$ cat src/rtl/mod_counter_ctrl.sv
// mod_counter_ctrl
//   Run/stop controlled modulo-MOD up/down counter. A prescaler divides clk
//   by TICK_DIV to produce the count step; every output comes straight from
//   a flop.
//
// Ports
//   clk         in   rising-edge clock
//   reset       in   asynchronous, active-high reset
//   run_stop    in   pulse: toggles STOP <-> RUN
//   clear       in   pulse: zero count and prescaler, go to CLEAR then STOP
//   mode        in   direction, 0 = up, 1 = down (sampled on steps only)
//   load        in   pulse: load load_value (saturated to MOD-1)
//   load_value  in   [WIDTH-1:0] value written by load
//   count_data  out  [WIDTH-1:0] current count
//   running     out  high while the FSM is in RUN
//   wrap        out  one-cycle pulse when the count takes its wrapped value
//
// state | meaning
// ------+--------------------------------------------------------------
// STOP  | idle, count and prescaler hold
// RUN   | prescaler advances, count steps on every prescaler tick
// CLEAR | one-cycle clear; count/prescaler forced to 0, load ignored

module mod_counter_ctrl #(
    parameter int MOD      = 10000,
    parameter int WIDTH    = 14,
    parameter int TICK_DIV = 100000
) (
    input  logic             clk,
    input  logic             reset,
    input  logic             run_stop,
    input  logic             clear,
    input  logic             mode,
    input  logic             load,
    input  logic [WIDTH-1:0] load_value,
    output logic [WIDTH-1:0] count_data,
    output logic             running,
    output logic             wrap
);

    localparam int PW = (TICK_DIV > 1) ? $clog2(TICK_DIV) : 1;
    localparam logic [WIDTH-1:0] MAX_VAL  = WIDTH'(MOD - 1);
    localparam logic [PW-1:0]    PRE_LAST = PW'(TICK_DIV - 1);

    typedef enum logic [1:0] {
        ST_STOP  = 2'd0,
        ST_RUN   = 2'd1,
        ST_CLEAR = 2'd2
    } state_t;

    state_t           state, state_nxt;
    logic [PW-1:0]    prescaler, pre_nxt;
    logic [WIDTH-1:0] count_nxt;
    logic             running_nxt;
    logic             wrap_nxt;
    logic             tick;

    always_ff @(posedge clk or posedge reset) begin
        if (reset) begin
            state      <= ST_STOP;
            prescaler  <= '0;
            count_data <= '0;
            running    <= 1'b0;
            wrap       <= 1'b0;
        end else begin
            state      <= state_nxt;
            prescaler  <= pre_nxt;
            count_data <= count_nxt;
            running    <= running_nxt;
            wrap       <= wrap_nxt;
        end
    end

    always_comb begin
        state_nxt = state;
        pre_nxt   = prescaler;
        count_nxt = count_data;
        wrap_nxt  = 1'b0;
        tick      = 1'b0;

        if (clear) begin
            state_nxt = ST_CLEAR;
            pre_nxt   = '0;
            count_nxt = '0;
        end else begin
            unique case (state)
                ST_STOP:  if (run_stop) state_nxt = ST_RUN;
                ST_RUN:   if (run_stop) state_nxt = ST_STOP;
                ST_CLEAR: state_nxt = ST_STOP;
                default:  state_nxt = ST_STOP;
            endcase

            if (state != ST_CLEAR) begin
                if (load) begin
                    // a load also swallows any tick landing in the same cycle
                    count_nxt = (load_value > MAX_VAL) ? MAX_VAL : load_value;
                    pre_nxt   = '0;
                end else if (state == ST_RUN) begin
                    if (prescaler == PRE_LAST) begin
                        pre_nxt = '0;
                        tick    = 1'b1;
                    end else begin
                        pre_nxt = prescaler + PW'(1);
                    end
                end
            end

            if (tick) begin
                if (!mode) begin
                    if (count_data == MAX_VAL) begin
                        count_nxt = '0;
                        wrap_nxt  = 1'b1;
                    end else begin
                        count_nxt = count_data + WIDTH'(1);
                    end
                end else begin
                    if (count_data == '0) begin
                        count_nxt = MAX_VAL;
                        wrap_nxt  = 1'b1;
                    end else begin
                        count_nxt = count_data - WIDTH'(1);
                    end
                end
            end
        end

        running_nxt = (state_nxt == ST_RUN);
    end

endmodule

$ cat config.mk
export PLATFORM = sky130hd
export DESIGN_NAME = mod_counter_ctrl
export DESIGN_NICKNAME = d
export VERILOG_FILES = /design/src/rtl/mod_counter_ctrl.sv
export SDC_FILE = /design/constraint.sdc
export NUM_CORES = 1
export LEC_CHECK = 0
export ABC_AREA = 0
export CAP_MARGIN = 10
export CORE_MARGIN = 2
export CORE_UTILIZATION = 55
export DETAILED_ROUTE_END_ITERATION = 10
export PLACE_DENSITY = 0.88
export RECOVER_POWER = 25
export SETUP_SLACK_MARGIN = 0.1
export SYNTH_ARGS = -nofsm -noshare
export SYNTH_HDL_FRONTEND = slang
export SYNTH_SLANG_ARGS = --single-unit
$ cat constraint.sdc
create_clock -name clk -period 2.24 [get_ports clk]
set_input_delay 0.224 -clock clk [delete_from_list [all_inputs] [get_ports clk]]
set_output_delay 0.224 -clock clk [all_outputs]
set_load 0.05 [all_outputs]
==> impl_metrics.tcl <==
set metrics [dict create \
    fin_area_um2 3200 \
    synth-edff-count 0 \
    fin_crit_sh 0.982 \
    power_density_nw_per_um2 577 \
    cpPeakStageDelay_ns 0.61 \
    cts.path.max_buffers 2 \
    crit_path_max_fanout 6 \
    relSlewSlack 0.421 \
    cts_tree "built" \
    gp_congestion 0.973 \
    htree_levels 2 \
    cp.required_ns 2.43 \
    antenna_left 0 \
    num_vias 2695 \
    use_met1 0.377 \
    wl_per_cell_um 18.5 \
    r2r_slack_ns 0.04 \
    antenna_cells 0 \
    slew_violations 0 \
    via_per_inst 6.64 \
    setup_viol 0 \
    ios 36 \
    cts.sink_count 35 \
    drt_first_iter_violations 284 \
    yosysSeqAreaShare 0.357 \
    cp-start-kind "flip-flop" \
    seq_area_um2 880 \
    finalNonFillerCells 406 \
    holdWs_ns 0.526 \
    cp_common_cell "and3_4" \
    syn2layout_area_growth_pct 30.4 \
    netlist-cell-type-count 57 \
    period_needed_ns 2.20 \
    crit_chain "ha_2, and3_4, nand4_4, or4_4, and3_4, a21o_1, a22o_1" \
    worstPathArrival_ns 2.39 \
    n_fill_cell 323 \
    clock_latency_ns 0.30 \
    crit_family "simple AND/OR/NAND/NOR gates" \
    leakage_nw 1.32 \
    yosysTopAreaCellShare 0.357 \
    drive_above_1_share 0.178 \
    track_usage 0.296 \
    fmax_ghz 0.455 \
    dr.pass1.iters 5 \
    grtUsageMet3 0.0570 \
    routed_wl_um 7520 \
    hp-class "flip-flop to flip-flop" \
    num_rows 24 \
    dpl.cell_count 393 \
    drc 0 \
    irDropWorstVdd_mv 0.431 \
    crit_type "flip-flop to flip-flop" \
    path_buf_inv 0 \
    cp-end-kind "flip-flop" \
    synth_top_flop_cell "dfrtp_1" \
    start_util 0.567 \
    cts_made_buffers 5 \
    cp_slowest_cell "or4_4" \
    drv_cap 0 \
    grt_max_degree 36 \
    rsz0062_at_grt "yes" \
    finalSetupTns_ns 0 \
    die_area_um2 5010 \
    cts.clk_slew.worst_paths_ns 0.08 \
    tightestPinTransition_ns 0.868 \
    postSynthAreaPerCell_um2 8.26 \
    portBuffers 35 \
    cts-root-buf "clkbuf_8" \
    synth.top_cells.by_area "dfrtp_1 (36%), nor2_1 (5.2%), nand2_1 (4.4%), o21ai_0 (4.3%), xor2_1 (4.3%)" \
    run_status "finished clean" \
    netlist_area_um2 2450 \
    grt-busiest-layer "met2" \
    async_flop_share 1.00 \
    nNetsFinal 376 \
    hpwl_um 5140 \
    yosysTopAreaCell "dfrtp_1" \
    final_cell_mix "clkdlybuf4s50_1 (34), nor2_1 (32), dfrtp_1 (32)" \
    syn_nets 320 \
    hold_viol 0 \
    multi_input_area_um2 1530 \
    grt_pass1_wl_um 11800 \
    finalClockSkew_ns 0.00830 \
    yosys_register_bits 35 \
    power.total_mw 1.85 \
    syn_inst 297 \
    die_w_um 70.8 \
    first_global_vias 2447 \
    die_y_um 70.8 \
    yosysWarnings 0 \
    antenna_found_initial 0 \
    design.core.area_um2 4320 \
    use_met2 0.491 \
    grt-ovfl-total 0 \
    final_common_cell "clkdlybuf4s50_1" \
    dpl_cell_area_um2 3000 \
]
==> cell usage after synthesis, types with 3 or more instances <==
cell type  instances
nand4_1            7
clkbuf_1           9
inv_1              8
or3_1              3
buf_2              8
nor2_1            34
o21ai_1            3
o211ai_1           3
o31ai_1            3
nor4b_1            4
ha_1               3
nor4_1             4
o21ai_0           21
xnor2_1            7
nand2_1           29
and2_1             3
a21oi_1           12
dfrtp_1           35
a2bb2oi_1          3
mux2i_1            3
nor3_1            11
nand3_1           18
and3_1             7
o22ai_1            3
nand2b_1           6
xor2_1            12
==> flip-flops by register name (all words and copies together), names as in the netlist <==
name        cells
prescaler      17
count_data     14
state           2
running         1
wrap            1
==> area by class of cell <==
type | count | share of cell area
Clock buffer | 6 | 0.0258
Timing Repair Buffer | 65 | 0.179
Tap cell | 52 | 0.0204
Inverter | 8 | 0.00939
Multi-Input combinational cell | 238 | 0.479
Clock inverter | 2 | 0.0110
Sequential cell | 35 | 0.275
==> per-layer routing <==
metal  routed length (um)  share of wire
met1                 2810           0.37
met4                  363          0.048
met5                    0              0
met3                  532          0.071
met2                 3810           0.51
==> metrics by stage <==
step,setup WS (ns),util
after floorplan,0.110,-
after global placement,0.0680,0.694
after detailed placement,-0.0285,0.694
after CTS,0.116,0.722
after global routing,-0.0460,0.739
final,0.0400,0.739
==> kinds of logic (layout without fill, tap and decap cells) <==
| family | after synthesis | in the layout | synth area share |
|---|---|---|---|
| mux | 3 | 3 | 0.0122 |
| simple gates | 144 | 145 | 0.320 |
| fa+ha+maj | 3 | 3 | 0.0153 |
| flops | 35 | 35 | 0.357 |
| xor+xnor | 19 | 19 | 0.0679 |
| buf+inv | 25 | 81 | 0.0423 |
| compound gates | 68 | 68 | 0.185 |
==> worst register-to-register path: stages (launching register included) <==
cell and delay (ns):
dfrtp_1 0.38, ha_2 0.20, and3_4 0.22, nand4_4 0.13
or4_4 0.61, and3_4 0.19, a21o_1 0.16, a22o_1 0.19
==> worst paths after layout <==
path	start	to	depth (start not counted)
setup reg to reg	prescaler[1]$_DFFE_PP0P_	count_data[4]$_DFFE_PP0P_	7
hold reg to reg	state[1]$_DFF_PP0_	running$_DFF_PP0_	1
max in group asynchronous	reset	count_data[5]$_DFFE_PP0P_	3
setup / recovery	prescaler[1]$_DFFE_PP0P_	count_data[4]$_DFFE_PP0P_	7
hold / removal	state[1]$_DFF_PP0_	running$_DFF_PP0_	1
min in group asynchronous	reset	count_data[2]$_DFFE_PP0P_	3
==> report_power, final <==
part / switching, mW / leakage, nW / internal [mW] / total (mW)
clock: 0.253 / 0.0612 / 0.360 / 0.613
combinational: 0.306 / 0.786 / 0.213 / 0.519
sequential: 0.0538 / 0.470 / 0.660 / 0.714
==> what timing repair did <==
item | 4_1_cts | 5_1_grt
setup endpoints to repair | 11 | 11
setup buffers | 0 | 4
hold buffers | 0 | 0
gates cloned | 0 | 1
pin swaps | 0 | 2
gates resized for setup | 2 | 9
Note: power is estimated with default switching activity, not from simulation.
